**src/rtl/mem_display_if.sv**
```systemverilog
// Request, RAM and display signals shared by mem_display_ctrl and its neighbours.
// master = front end / RAM side, slave = the sequencer.
interface mem_display_if #(
   parameter int ADDR_W = 8,
   parameter int DATA_W = 16
) ();
   logic              inc_pulse;
   logic              dec_pulse;
   logic              wr_pulse;
   logic [DATA_W-1:0] sw_data;
   logic [DATA_W-1:0] mem_rdata;
   logic [ADDR_W-1:0] mem_addr;
   logic              mem_we;
   logic [DATA_W-1:0] mem_wdata;
   logic [ADDR_W-1:0] disp_addr;
   logic [DATA_W-1:0] disp_data;
   logic              busy;

   modport master (
      output inc_pulse, dec_pulse, wr_pulse, sw_data, mem_rdata,
      input  mem_addr, mem_we, mem_wdata, disp_addr, disp_data, busy
   );

   modport slave (
      input  inc_pulse, dec_pulse, wr_pulse, sw_data, mem_rdata,
      output mem_addr, mem_we, mem_wdata, disp_addr, disp_data, busy
   );
endinterface

```
**src/rtl/mem_display_ctrl.sv**
```systemverilog
// Address/data sequencer between the one-shot front end and a single-port sync RAM.
// Steps, writes and periodic re-reads of the current location for the 7-seg display.
module mem_display_ctrl #(
   parameter int ADDR_W      = 8,
   parameter int DATA_W      = 16,
   parameter int REFRESH_CYC = 1000000
) (
   input  logic         clk,
   input  logic         reset,
   mem_display_if.slave bus
);
   localparam int CNT_W = (REFRESH_CYC > 0) ? $clog2(REFRESH_CYC + 1) : 1;
   localparam bit REFRESH_EN = (REFRESH_CYC != 0);
   localparam logic [CNT_W-1:0] CNT_LAST = REFRESH_EN ? CNT_W'(REFRESH_CYC - 1) : '0;

   typedef enum logic [2:0] {
      S_INIT,
      S_IDLE,
      S_WRITE,
      S_READ,
      S_CAPTURE
   } state_t;

   state_t            r_state;
   state_t            w_next;
   logic [ADDR_W-1:0] r_addr;
   logic [DATA_W-1:0] r_wdata;
   logic [DATA_W-1:0] r_disp_data;
   logic              r_we;
   logic              r_busy;
   logic [CNT_W-1:0]  r_cnt;
   logic              w_do_wr;
   logic              w_do_inc;
   logic              w_do_dec;
   logic              w_refresh;

   assign w_refresh = REFRESH_EN && (r_cnt == CNT_LAST);

   always_comb begin
      w_next   = r_state;
      w_do_wr  = 1'b0;
      w_do_inc = 1'b0;
      w_do_dec = 1'b0;
      unique case (r_state)
         S_INIT:    w_next = S_READ;
         S_IDLE: begin
            if (bus.wr_pulse) begin
               w_do_wr = 1'b1;
               w_next  = S_WRITE;
            end else if (bus.inc_pulse && !bus.dec_pulse) begin
               w_do_inc = 1'b1;
               w_next   = S_READ;
            end else if (bus.dec_pulse && !bus.inc_pulse) begin
               w_do_dec = 1'b1;
               w_next   = S_READ;
            end else if (!bus.inc_pulse && !bus.dec_pulse && w_refresh) begin
               w_next = S_READ;
            end
         end
         S_WRITE:   w_next = S_READ;
         S_READ:    w_next = S_CAPTURE;
         S_CAPTURE: w_next = S_IDLE;
         default:   w_next = S_INIT;
      endcase
   end

   // mem_we and busy are registered from the next state so they are glitch-free
   // and still drop straight to their reset values on an async reset.
   always_ff @(posedge clk or posedge reset) begin
      if (reset) begin
         r_state     <= S_INIT;
         r_addr      <= '0;
         r_wdata     <= '0;
         r_disp_data <= '0;
         r_we        <= 1'b0;
         r_busy      <= 1'b1;
         r_cnt       <= '0;
      end else begin
         r_state <= w_next;
         r_we    <= (w_next == S_WRITE);
         r_busy  <= (w_next != S_IDLE);
         if (w_do_wr) r_wdata <= bus.sw_data;
         if (w_do_inc)      r_addr <= r_addr + ADDR_W'(1);
         else if (w_do_dec) r_addr <= r_addr - ADDR_W'(1);
         if (r_state == S_CAPTURE) r_disp_data <= bus.mem_rdata;
         if (REFRESH_EN && r_state == S_IDLE && w_next == S_IDLE) r_cnt <= r_cnt + CNT_W'(1);
         else                                                     r_cnt <= '0;
      end
   end

   assign bus.mem_addr  = r_addr;
   assign bus.disp_addr = r_addr;
   assign bus.mem_we    = r_we;
   assign bus.mem_wdata = r_wdata;
   assign bus.disp_data = r_disp_data;
   assign bus.busy      = r_busy;
endmodule

```
**src/flat_wrapper.sv**
```systemverilog
// flat-port wrapper written by rule: the top's interface ports become plain ports
module mem_display_ctrl_flat 
#(
   parameter int ADDR_W      = 8,
   parameter int DATA_W      = 16,
   parameter int REFRESH_CYC = 1000000
)
  (clk, reset, bus_inc_pulse, bus_dec_pulse, bus_wr_pulse, bus_sw_data, bus_mem_rdata, bus_mem_addr, bus_mem_we, bus_mem_wdata, bus_disp_addr, bus_disp_data, bus_busy);
  mem_display_if #(.ADDR_W(ADDR_W), .DATA_W(DATA_W)) bus_i ();
  input  logic clk;
  input  logic reset;
  input wire logic [$bits(bus_i.inc_pulse)-1:0] bus_inc_pulse;
  input wire logic [$bits(bus_i.dec_pulse)-1:0] bus_dec_pulse;
  input wire logic [$bits(bus_i.wr_pulse)-1:0] bus_wr_pulse;
  input wire logic [$bits(bus_i.sw_data)-1:0] bus_sw_data;
  input wire logic [$bits(bus_i.mem_rdata)-1:0] bus_mem_rdata;
  output wire logic [$bits(bus_i.mem_addr)-1:0] bus_mem_addr;
  output wire logic [$bits(bus_i.mem_we)-1:0] bus_mem_we;
  output wire logic [$bits(bus_i.mem_wdata)-1:0] bus_mem_wdata;
  output wire logic [$bits(bus_i.disp_addr)-1:0] bus_disp_addr;
  output wire logic [$bits(bus_i.disp_data)-1:0] bus_disp_data;
  output wire logic [$bits(bus_i.busy)-1:0] bus_busy;
  assign bus_i.inc_pulse = bus_inc_pulse;
  assign bus_i.dec_pulse = bus_dec_pulse;
  assign bus_i.wr_pulse = bus_wr_pulse;
  assign bus_i.sw_data = bus_sw_data;
  assign bus_i.mem_rdata = bus_mem_rdata;
  assign bus_mem_addr = bus_i.mem_addr;
  assign bus_mem_we = bus_i.mem_we;
  assign bus_mem_wdata = bus_i.mem_wdata;
  assign bus_disp_addr = bus_i.disp_addr;
  assign bus_disp_data = bus_i.disp_data;
  assign bus_busy = bus_i.busy;
  mem_display_ctrl #(.ADDR_W(ADDR_W), .DATA_W(DATA_W), .REFRESH_CYC(REFRESH_CYC)) u_core (.clk(clk), .reset(reset), .bus(bus_i));
endmodule
```
**config.mk**
```make
export PLATFORM = sky130hd
export DESIGN_NAME = mem_display_ctrl_flat
export DESIGN_NICKNAME = d
export VERILOG_FILES = /design/src/rtl/mem_display_if.sv /design/src/rtl/mem_display_ctrl.sv /design/src/flat_wrapper.sv
export SDC_FILE = /design/constraint.sdc
export NUM_CORES = 1
export LEC_CHECK = 0
export BUFFER_PORTS_ARGS = -buffer_cell sky130_fd_sc_hd__buf_2
export CAP_MARGIN = 5
export CELL_PAD_IN_SITES_DETAIL_PLACEMENT = 1
export CELL_PAD_IN_SITES_GLOBAL_PLACEMENT = 1
export CORE_MARGIN = 1
export CORE_UTILIZATION = 43
export DETAILED_ROUTE_END_ITERATION = 8
export GPL_TIMING_DRIVEN = 0
export PLACE_DENSITY = 0.85
export SLEW_MARGIN = 20
export SYNTH_ARGS = -nofsm -noshare
export SYNTH_HDL_FRONTEND = slang
export SYNTH_SLANG_ARGS = --single-unit
```
**constraint.sdc**
```tcl
create_clock -name clk -period 4 [get_ports clk]
set_clock_uncertainty 0.05 [all_clocks]
set_input_delay 0.6 -clock clk [delete_from_list [all_inputs] [get_ports clk]]
set_output_delay 0.6 -clock clk [all_outputs]
set_load 0.02 [all_outputs]
```
Word-level counts from Yosys, hierarchy flattened. Index checks and enable logic that the tools add are counted.

Latch bits: 0. Output and inout port bits: 50. Register bits: 65. Bits in read-only memories: 0. Memory bits (writable): 0. Memories: 0.

$lt $le $gt $ge: 0. Add/sub/neg operators: 3. Reduce and logical (&&, ||, !) cells: 10. Div/mod/pow operators: 0. Bitwise operators: 0. Eq/ne operators: 8. Shifts and indexed selects: 0. Mux-type cells: 17. Multiply operators: 0.

Operators with widths (number): $add 20x1->20 const B (1); $eq 20x20->1 const B (1); $mux 20 (1); $mux 8 (2); $mux 3 (4); $pmux 3 s4 (1); $eq 3x2->1 const B (3); $mux 1 (9); $add 8x1->8 const B (1); $sub 8x1->8 const B (1); $eq 3x1->1 const B (2); $logic_and 1x1->1 (5); $eq 3x3->1 const B (1); $logic_not 3->1 (1); $ne 3x1->1 const B (1); $logic_not 1->1 (2); $reduce_bool 2->1 (1); $reduce_or 2->1 (1).

Depth between registers and ports, before layout. Gate-level depths: netlist of run 1.

Depth in word-level cells: 11. Mapped depth: 9.

Worst setup path after synthesis of run 1. No wires, ideal clock.

Path type: input-to-reg. From: input port bus_wr_pulse. To: register u_core.r_addr[7], in the netlist u_core.bus.disp_addr[7]. Buffers on the path: 0. Setup slack: 1.132 ns. Data required time: 3.822 ns. Arrival: 2.690 ns. Cell stages on the path: 8. Path through: or4b_4 > or2_2 > ha_1 > o211a_1 > a211oi_1 > a221oi_2 > a311oi_1 > nand2_1.

Longest elaborated chain between the ends: 3.

Ends and longest elaborated chain: start, declared (RTL line flat_wrapper.sv:14) `input wire logic [$bits(bus_i.wr_pulse)-1:0] bus_wr_pulse;`; $mux 1 (RTL line mem_display_ctrl.sv:47) `if (bus.wr_pulse) begin`; $mux 1 (RTL line mem_display_ctrl.sv:44) `unique case (r_state)`; $mux 8 / $reduce_bool 2->1 (equally long branches); end signal, assigned (RTL line mem_display_ctrl.sv:83) `if (w_do_inc) r_addr <= r_addr + ADDR_W'(1);`; end signal, assigned (RTL line mem_display_ctrl.sv:84) `else if (w_do_dec) r_addr <= r_addr - ADDR_W'(1);`; end, declared (RTL line mem_display_ctrl.sv:26) `logic [ADDR_W-1:0] r_addr;`.

Parallel ways exist; a longest one is shown, timed or not. A chain may end at the register's enable or synchronous reset.

Worst setup path in the final report of run 1.
From: register u_core.r_state[1]. To: register u_core.r_addr[7], in the netlist u_core.bus.disp_addr[7].

Longest elaborated chain between the ends: 3.

Ends and longest elaborated chain: start, declared (RTL line mem_display_ctrl.sv:24) `state_t r_state;`; start signal, assigned (RTL line mem_display_ctrl.sv:79) `r_state <= w_next;`; $eq 3x1->1 (*) (RTL line mem_display_ctrl.sv:44); $mux 1 (RTL line mem_display_ctrl.sv:44); $mux 8 / $reduce_bool 2->1 (equally long branches).

Every way passes the cells marked *; elsewhere a longest branch is shown, timed or not.

==> results.json, run 1 <==
{
  "synth-seq-area-share_pct": 53.9,
  "fin_crit_sh_pct": 75.3,
  "r2r_setup_slack_ns": 0.99,
  "track_usage_pct": 21.7,
  "nNetsFinal": 396,
  "cts.repair.resized": 0,
  "ctsHoldBuffers": 0,
  "final_cell_area_um2": 3820,
  "synth_warnings": 0,
  "die_x_um": 85.8,
  "drtIter0Drc": 105,
  "p_leak_uw": 0.00176,
  "clock_sinks": 65,
  "grt_pass1_vias": 2533,
  "clk_path_buf_depth": 2,
  "slew_headroom_pct": 38.2,
  "gp_congestion": 0.743,
  "drt_pass1_iterations": 4,
  "synthCells": 253,
  "fin_tns_setup_ns": 0,
  "post-cts-setup-buffers": 0,
  "vias": 2304,
  "synth_edf_count": 0,
  "startpoint": "u_core.r_state[1]$_DFF_PP0_",
  "rsz0062_at_grt": "no",
  "syn_nets": 298,
  "ff_latch_area_um2": 1630,
  "r2r.worst_path.cells": 8,
  "async_flop_share_pct": 100,
  "grt_pass1_wl_um": 12200,
  "critPathMaxFanout": 7,
  "core_area_um2": 6790,
  "drt-total-wl_um": 7250,
  "routed_via_density": 5.10,
  "multi_input_area_um2": 1290,
  "hold_viol": 0,
  "drv_slew": 0,
  "cp.required_ns": 4.17,
  "rows": 30,
  "synthesis.area_um2": 3020,
  "max_freq_ghz": 0.332,
  "place_hpwl_um": 5090,
  "synthFlopType": "dfrtp_1",
  "outcome": "finished, final reports clean",
  "start_kind": "flop",
  "portBuffers": 86,
  "root_buffer": "clkbuf_8",
  "cts_tree": "done",
  "cts.htree.levels": 3,
  "initial_core_util_pct": 44.5,
  "worst_r2r_endpoint": "u_core.bus.disp_addr[7]$_DFFE_PP0P_",
  "synth.ff_latch_count": 65,
  "die_h_um": 85.8,
  "avgSynthCellArea_um2": 11.9,
  "criticalPathCategory": "flop to flop",
  "grt_overflow": 0,
  "synth_cell_types": 45,
  "hold_class": "input pin to asynchronous set/reset pin",
  "power_density_nw_per_um2": 779,
  "worstMarginPinSlew_ns": 0.915,
  "fillers": 743,
  "drcViolationCount": 0,
  "placed_area_um2": 3600,
  "clock_latency_ns": 0.34,
  "cts_buffers": 9,
  "cp.arrival_ns": 3.18,
  "drive_above_1_share_pct": 44.4,
  "path_clk_slew_ns": 0.08,
  "drtAntennaViolNets": 0,
  "total_power_uw": 2980,
  "antenna_cells": 0,
  "maxCapViolations": 0,
  "setup_viol": 0,
  "io_pins": 87,
  "grt_max_degree": 49,
  "rr_startpoint": "u_core.r_state[1]$_DFF_PP0_",
  "timing.critical_path.to_type": "flop",
  "avgRoutedWirePerCell_um": 16.0,
  "die_area_um2": 7360,
  "area_growth_pct": 26.5,
  "antenna_found_initial": 0,
  "peakVddDrop_uv": 448,
  "fin_crit_ns": 3.01
}
[power breakdown]
part	internal (µW)	switching, µW
clock network	353	269
logic	590	728
registers	885	153
total	1830	1150
[layer usage]
layer / track usage (%) / vias up / wire, µm
met2: 36.4 / 63 / 3680
li1: - / 1078 / -
met5: 0 / - / 0
met4: 10.0 / 0 / 127
met1: 26.9 / 1151 / 3130
met3: 4.62 / 12 / 311
[worst max-delay path, cell delays in order (launching register included)]
cell and delay [ns]:
dfrtp_1 0.46, or4b_4 0.60, or2_2 0.42, ha_1 0.37, o211a_1 0.23, a211oi_1 0.37
a221oi_2 0.06, a311oi_1 0.25, nand2_1 0.07
[logic make-up (layout without fill, tap and decap cells)]
family          count (synthesis)  in the layout  synth area share [%]
xor+xnor                       23             23                  6.67
flops                          65             65                  53.9
compound gates                 27             27                  6.26
fa+ha+maj                       8              8                  3.56
buf+inv                        17            120                  3.44
mux                            33             33                  12.3
simple gates                   80             80                  13.9
[area by class of cell]
type                    count  area share (%)
plain buffers              14            2.42
clock buffers              10            3.34
clock inverters             6            2.42
inverters                   3           0.360
multi-input cells         171            33.7
flip-flops and latches     65            42.6
well taps                  96            3.14
repair buffers             87            12.0
[registers in the layout, summed over array words and instances (netlist names)]
register              count
u_core.bus.busy           1
u_core.bus.disp_data     16
u_core.r_cnt             20
u_core.bus.mem_we         1
u_core.bus.mem_wdata     16
u_core.r_state            3
u_core.bus.disp_addr      8
[worst max path at each step]
stage / end / cells past startpoint / slack (ns)
finish: u_core.bus.disp_addr[7]$_DFFE_PP0P_ / 8 / 0.99
global route: u_core.bus.disp_addr[7]$_DFFE_PP0P_ / 8 / 0.85
CTS: u_core.bus.disp_addr[7]$_DFFE_PP0P_ / 8 / 1.00
detailed placement: u_core.bus.disp_addr[7]$_DFFE_PP0P_ / 9 / 0.79
global placement: u_core.bus.disp_addr[7]$_DFFE_PP0P_ / 9 / 0.81
floorplan: u_core.bus.disp_addr[7]$_DFFE_PP0P_ / 8 / 1.13
[metrics by stage]
stage,util (%),setup WS (ns),hold slack (ns),instances
after global placement,52.6,0.812,0.425,435
after detailed placement,53.0,0.786,0.440,436
after CTS,56.2,1.00,0.130,452
final,56.2,0.988,0.136,452
after global routing,56.2,0.848,0.143,452
after floorplan,-,1.13,0.395,253
[synth_stat cells, drive strengths merged, types with 2 or more instances]
| cell | n | area (µm²) |
|---|---|---|
| and2 | 2 | 12.5 |
| and3 | 2 | 12.5 |
| a211oi | 2 | 15.0 |
| mux2 | 33 | 372 |
| buf | 12 | 85.1 |
| a21o | 3 | 22.5 |
| a21oi | 5 | 25.0 |
| nand2b | 2 | 12.5 |
| or2 | 2 | 12.5 |
| clkbuf | 2 | 7.51 |
| dfrtp | 64 | 1600 |
| nor4b | 2 | 17.5 |
| nor3 | 2 | 10.0 |
| or4 | 2 | 15.0 |
| nand3 | 8 | 40.0 |
| nor4 | 3 | 18.8 |
| a221oi | 2 | 23.8 |
| inv | 3 | 11.3 |
| o21a | 2 | 15.0 |
| nand2 | 17 | 66.3 |
| ha | 7 | 87.6 |
| nand4 | 6 | 37.5 |
| xnor2 | 8 | 70.1 |
| nor2 | 25 | 93.8 |
| o21ai | 6 | 30.0 |
| xor2 | 15 | 131 |
[cell usage in the layout, fill, tap and decap left out, types with 3 or more instances in the layout]
master / netlist / routed
buf_2: 2 / 88
dfrtp_1: 64 / 64
mux2_2: 33 / 33
nor2_1: 25 / 25
nand2_1: 16 / 16
xor2_1: 15 / 15
buf_4: 10 / 10
clkbuf_8: 0 / 9
xnor2_1: 8 / 8
nand3_1: 8 / 8
ha_1: 7 / 7
o21ai_0: 6 / 6
nand4_1: 6 / 6
a21oi_1: 5 / 5
nor4_1: 3 / 3
clkbuf_1: 2 / 3
a21o_1: 3 / 3
No activity file was read; power rests on OpenSTA's default activity.
==> inputs of run 2 (changes only) <==
--- a/config.mk
+++ b/config.mk
@@ -10,10 +10,10 @@
 export CELL_PAD_IN_SITES_DETAIL_PLACEMENT = 1
 export CELL_PAD_IN_SITES_GLOBAL_PLACEMENT = 1
 export CORE_MARGIN = 1
-export CORE_UTILIZATION = 43
+export CORE_UTILIZATION = 40
 export DETAILED_ROUTE_END_ITERATION = 8
 export GPL_TIMING_DRIVEN = 0
-export PLACE_DENSITY = 0.85
+export PLACE_DENSITY = 0.8
 export SLEW_MARGIN = 20
 export SYNTH_ARGS = -nofsm -noshare
 export SYNTH_HDL_FRONTEND = slang
==> constraint.sdc (replaced) <==
create_clock -name clk -period 3.1 [get_ports clk]
set_clock_uncertainty 0.05 [all_clocks]
set_input_delay 0.465 -clock clk [delete_from_list [all_inputs] [get_ports clk]]
set_output_delay 0.465 -clock clk [all_outputs]
set_load 0.02 [all_outputs]
==> run 2 against run 1 <==
Register-to-register slack worse by 0.85 ns. Critical endpoint unchanged. Highest routed layer unchanged. Largest power group unchanged. Hold slack improved by 0.17 ns. Cell count is 0.88% higher. Worst setup slack got worse by 0.85 ns.
==> results.json, run 2 (synthesis results as in run 1) <==
{
  "outcome": "finished, final reports clean",
  "multi_input_area_um2": 1300,
  "setup_viol": 0,
  "fin_crit_ns": 2.96,
  "clock_sinks": 65,
  "startpoint": "u_core.r_state[1]$_DFF_PP0_",
  "cpMostUsedCell": "or2_2",
  "cp.arrival_ns": 3.13,
  "final_cell_mix": "buf_2, dfrtp_1, mux2_2, nor2_1, nand2_1",
  "grt_pass1_wl_um": 11900,
  "nNetsFinal": 397,
  "place_hpwl_um": 5160,
  "die_x_um": 88.9,
  "fillers": 830,
  "rows": 31,
  "track_usage_pct": 20.0,
  "drt_pass1_iterations": 4,
  "crit_chain": "or4b_4 > or2_2 > ha_2 > o21ai_0 > or2_2 > and2_1 > a311oi_1 > nand2_1",
  "cts.htree.levels": 3,
  "min_from": "bus_mem_rdata[8]",
  "vias": 2303,
  "final_common_cell": "buf_2",
  "antenna_found_initial": 0,
  "io_pins": 87,
  "drt-total-wl_um": 7310,
  "start_kind": "flop",
  "path_clk_slew_ns": 0.08,
  "rsz0062_at_grt": "no",
  "slew_headroom_pct": 32.6,
  "power_density_nw_per_um2": 1020,
  "drv_slew": 0,
  "cp.required_ns": 3.27,
  "grt_max_degree": 55,
  "clk_path_buf_depth": 2,
  "drtAntennaViolNets": 0,
  "final_util_pct": 53.1,
  "p_leak_uw": 0.00178,
  "maxCapViolations": 0,
  "grt_overflow": 0,
  "ff_latch_area_um2": 1630,
  "rr_startpoint": "u_core.r_state[1]$_DFF_PP0_",
  "antenna_cells": 0,
  "drtIter0Drc": 72,
  "cp_top_family": "simple AND/OR/NAND/NOR gates",
  "hold_viol": 0,
  "cp_num_buf_inv": 0,
  "fin_crit_sh_pct": 95.6,
  "clock_latency_ns": 0.34,
  "gp_congestion": 0.771,
  "post-cts-setup-buffers": 0,
  "fin_tns_setup_ns": 0,
  "die_h_um": 88.9,
  "criticalPathCategory": "flop to flop",
  "largest-register": "u_core.r_cnt",
  "routed_via_density": 5.05,
  "largest_reg_flops": 20,
  "cpPeakStageDelay_ns": 0.59,
  "max_freq_ghz": 0.337,
  "hold_class": "input pin to flop",
  "core_area_um2": 7290,
  "initial_core_util_pct": 41.4,
  "drcViolationCount": 0,
  "drive_above_1_share_pct": 45.1,
  "cts_buffers": 9,
  "area_growth_pct": 28.3,
  "timing.critical_path.to_type": "flop",
  "grt_pass1_vias": 2444,
  "portBuffers": 86,
  "cts_tree": "done",
  "avgRoutedWirePerCell_um": 16.0,
  "critPathMaxFanout": 7,
  "worstMarginPinSlew_ns": 0.997,
  "root_buffer": "clkbuf_8",
  "critPathSlowestCell": "or4b_4",
  "peakVddDrop_uv": 492,
  "die_area_um2": 7900
}
## run 2: cell types whose count changed in the layout (fill, tap and decap cells not counted)
cell           change
a211oi_1           -1
a211oi_2           +1
bufinv_16          +1
clkbuf_1           -1
clkbuf_8           +1
clkinv_4           -2
dlygate4sd3_1      +1
ha_1               -1
ha_2               +1
inv_6              +1
## run 2: cell type report
cell class	count	share of cell area, %
buffer	14	2.39
inverter	3	0.355
timing repair buffer	88	12.1
multi-input combinational	171	33.5
sequential	65	42.0
tap	99	3.20
clock inverter	6	2.94
clock buffer	10	3.55
## run 2: per-stage QoR
| step | worst slack [ns] | cell area, µm² | hold WS (ns) | cells | power [µW] |
|---|---|---|---|---|---|
| after global placement | 0.0361 | 3570 | 0.425 | 438 | 2970 |
| after detailed placement | 0.00953 | 3600 | 0.359 | 439 | 3060 |
| after floorplan | 0.367 | 3020 | 0.395 | 253 | 2520 |
| after global routing | 0.00801 | 3870 | 0.283 | 456 | 4200 |
| final | 0.137 | 3870 | 0.303 | 456 | 3960 |
| after CTS | 0.0852 | 3870 | 0.287 | 456 | 4000 |
## run 2: report_power, final
| part | internal, µW | leakage [µW] | switching (µW) |
|---|---|---|---|
| logic | 770 | 0.000851 | 944 |
| clock network | 559 | 0.000119 | 345 |
| registers | 1140 | 0.000812 | 203 |
| total | 2470 | 0.00178 | 1490 |
## run 2: final timing paths
check | end | slack [ns] | depth (start not counted)
worst min register to register | u_core.r_cnt[0]$_DFF_PP0_ | 0.45 | 1
max in group asynchronous | u_core.bus.busy$_DFF_PP1_ | 1.87 | 4
min in group asynchronous | u_core.bus.mem_wdata[15]$_DFFE_PP0P_ | 0.56 | 3
worst max register to register | u_core.bus.disp_addr[7]$_DFFE_PP0P_ | 0.14 | 8
worst min-delay path | u_core.bus.disp_data[8]$_DFFE_PP0N_ | 0.30 | 2
worst max-delay path | u_core.bus.disp_addr[7]$_DFFE_PP0P_ | 0.14 | 8
## run 2: routing by layer
metal  share of wire, %  global-route usage [%]  vias up
met1                 43                    24.1     1156
met3                3.8                    4.16        7
met4                1.4                    9.24        0
met2                 52                    34.7       60
li1                   -                       -     1080
met5                  0                       0        -
## run 2: repair_timing
item,in CTS,in global routing
setup endpoints to repair,0,1
resized for setup,0,2
hold buffers,1,0
hold endpoints to repair,11,0
==> inputs of run 3 (changes only) <==
--- a/config.mk
+++ b/config.mk
@@ -5,15 +5,16 @@
 export SDC_FILE = /design/constraint.sdc
 export NUM_CORES = 1
 export LEC_CHECK = 0
-export BUFFER_PORTS_ARGS = -buffer_cell sky130_fd_sc_hd__buf_2
 export CAP_MARGIN = 5
 export CELL_PAD_IN_SITES_DETAIL_PLACEMENT = 1
 export CELL_PAD_IN_SITES_GLOBAL_PLACEMENT = 1
 export CORE_MARGIN = 1
-export CORE_UTILIZATION = 40
+export CORE_UTILIZATION = 51
+export CTS_BUF_LIST = sky130_fd_sc_hd__clkbuf_8
 export DETAILED_ROUTE_END_ITERATION = 8
+export DONT_BUFFER_PORTS = 1
 export GPL_TIMING_DRIVEN = 0
-export PLACE_DENSITY = 0.8
+export PLACE_DENSITY = 0.82
 export SLEW_MARGIN = 20
 export SYNTH_ARGS = -nofsm -noshare
 export SYNTH_HDL_FRONTEND = slang
==> run 3 against run 2 <==
Sequential share of layout area grew 6.4 points. Combinational power shrank 37%. Design area shrank 13%. Non-clock buffer count shrank 86. Clock-buffer cell count shrank 1. Register-to-register slack lost 0.10 ns. First-iteration DRC count shrank 35%. Largest cell class unchanged. Sequential power grew 30%. Worst setup slack lost 0.10 ns. Hold slack lost 0.096 ns. Largest power group is now registers. Routed wire length grew 2.7%.
==> results.json, run 3 (synthesis results as in run 1) <==
{
  "setup_viol": 0,
  "cp.arrival_ns": 3.23,
  "clk_path_buf_depth": 2,
  "clock_sinks": 65,
  "total_power_uw": 3580,
  "place_hpwl_um": 4660,
  "power_density_nw_per_um2": 1060,
  "start_kind": "flop",
  "die_h_um": 79.0,
  "met2_length_um": 3950,
  "clkPwrFrac_pct": 21.4,
  "grt_pass1_vias": 2311,
  "grt_overflow": 0,
  "routed_via_density": 5.93,
  "fin_tns_setup_ns": 0,
  "drtIter0Drc": 47,
  "timing.critical_path.to_type": "flop",
  "ff_latch_area_um2": 1630,
  "drv_slew": 0,
  "antenna_cells": 0,
  "pwr-share-comb_pct": 29.8,
  "crit_chain": "or4b_4 > or2_2 > fa_1 > a21o_1 > a31o_2 > a21oi_1 > xor2_1 > o21ai_0",
  "final_cell_mix": "dfrtp_1, mux2_2, nor2_1, nand2_1, xor2_1",
  "core_area_um2": 5610,
  "largest_reg_flops": 20,
  "root_buffer": "clkbuf_8",
  "largest-register": "u_core.r_cnt",
  "drt-total-wl_um": 7500,
  "final_util_pct": 60.0,
  "worstMarginPinSlew_ns": 0.883,
  "fin_crit_ns": 3.07,
  "hold_class": "input pin to flop",
  "outcome": "finished, final reports clean",
  "max_freq_ghz": 0.326,
  "highest_layer": "met4",
  "final_common_cell": "dfrtp_1",
  "avgRoutedWirePerCell_um": 21.9,
  "drive_above_1_share_pct": 27.7,
  "clock_latency_ns": 0.35,
  "cp_top_family": "simple AND/OR/NAND/NOR gates",
  "hold_viol": 0,
  "drtAntennaViolNets": 0,
  "cp_num_buf_inv": 0,
  "wl_met3_um": 522,
  "cpPeakStageDelay_ns": 0.59,
  "antenna_found_initial": 0,
  "cts_tree": "done",
  "drcViolationCount": 0,
  "path_clk_slew_ns": 0.09,
  "critPathMaxFanout": 7,
  "seqPwrFrac_pct": 48.8,
  "wl_met1_um": 2880,
  "holdWs_ns": 0.207,
  "rows": 27,
  "cts.htree.levels": 3,
  "vias": 2035,
  "critPathSlowestCell": "or4b_4",
  "post-cts-setup-buffers": 0,
  "cts_buffers": 9,
  "cp.required_ns": 3.26,
  "peakVddDrop_uv": 753,
  "r2r_setup_slack_ns": 0.03,
  "grt_max_degree": 50,
  "slew_headroom_pct": 40.3,
  "grt_pass1_wl_um": 12100,
  "io_pins": 87,
  "die_x_um": 79.0,
  "fin_crit_sh_pct": 98.9,
  "maxCapViolations": 0,
  "placed_area_um2": 3140,
  "fillers": 587,
  "criticalPathCategory": "flop to flop",
  "p_int_uw": 2070,
  "initial_core_util_pct": 53.9,
  "die_area_um2": 6230,
  "portBuffers": 0,
  "nNetsFinal": 311,
  "track_usage_pct": 26.8,
  "multi_input_area_um2": 1300,
  "gp_congestion": 0.774,
  "drt_pass1_iterations": 4,
  "area_growth_pct": 11.4,
  "final_cell_area_um2": 3360,
  "p_leak_uw": 0.00142,
  "swShare_pct": 42.1,
  "p_sw_uw": 1510
}
[run 3: worst register-to-register path: stages (launching register included)]
cell,delay (ns)
dfrtp_1,0.48
or4b_4,0.59
or2_2,0.40
fa_1,0.44
a21o_1,0.20
a31o_2,0.24
a21oi_1,0.18
xor2_1,0.21
o21ai_0,0.14
[run 3: per-layer routing]
metal	vias up	GRT usage, %
met5	-	0
met4	0	9.45
met3	15	10.6
met2	81	46.8
met1	1027	29.5
li1	912	-
[run 3: final timing paths]
kind / startpoint / to / cells past startpoint
max: u_core.r_state[1]$_DFF_PP0_ / u_core.bus.disp_addr[6]$_DFFE_PP0P_ / 8
min: bus_mem_rdata[13] / u_core.bus.disp_data[13]$_DFFE_PP0N_ / 1
max reg2reg: u_core.r_state[1]$_DFF_PP0_ / u_core.bus.disp_addr[6]$_DFFE_PP0P_ / 8
max in group asynchronous: reset / u_core.bus.mem_wdata[14]$_DFFE_PP0P_ / 3
min reg2reg: u_core.r_cnt[0]$_DFF_PP0_ / u_core.r_cnt[0]$_DFF_PP0_ / 1
min in group asynchronous: reset / u_core.bus.disp_data[7]$_DFFE_PP0N_ / 2
[run 3: per-stage QoR]
step                      cells  setup slack [ns]
after global routing        343          -0.00204
after CTS                   343            0.0646
after detailed placement    326            0.0767
after global placement      325             0.164
after floorplan             253             0.367
final                       343            0.0333
[run 3: repair_timing]
action	4_1_cts	5_1_grt
hold buffers	1	0
setup endpoints to repair	0	1
endpoints found under the hold margin	15	0
resized for setup	0	2
[run 3: cell type report]
| class | instances | area share [%] |
|---|---|---|
| Inverter | 3 | 0.409 |
| Tap cell | 72 | 2.68 |
| Clock buffer | 9 | 3.68 |
| Clock inverter | 7 | 2.31 |
| Sequential cell | 65 | 48.4 |
| Buffer | 14 | 2.75 |
| Timing Repair Buffer | 2 | 1.12 |
| Multi-Input combinational cell | 171 | 38.7 |
[run 3: power groups by stage]
stage	Combinational (µW)	Sequential, µW	Clock [µW]
floorplan	861	1660	0
global placement	954	1720	0
detailed placement	1020	1750	0
CTS	1040	1750	767
global route	1170	1790	813
finish	1070	1750	766
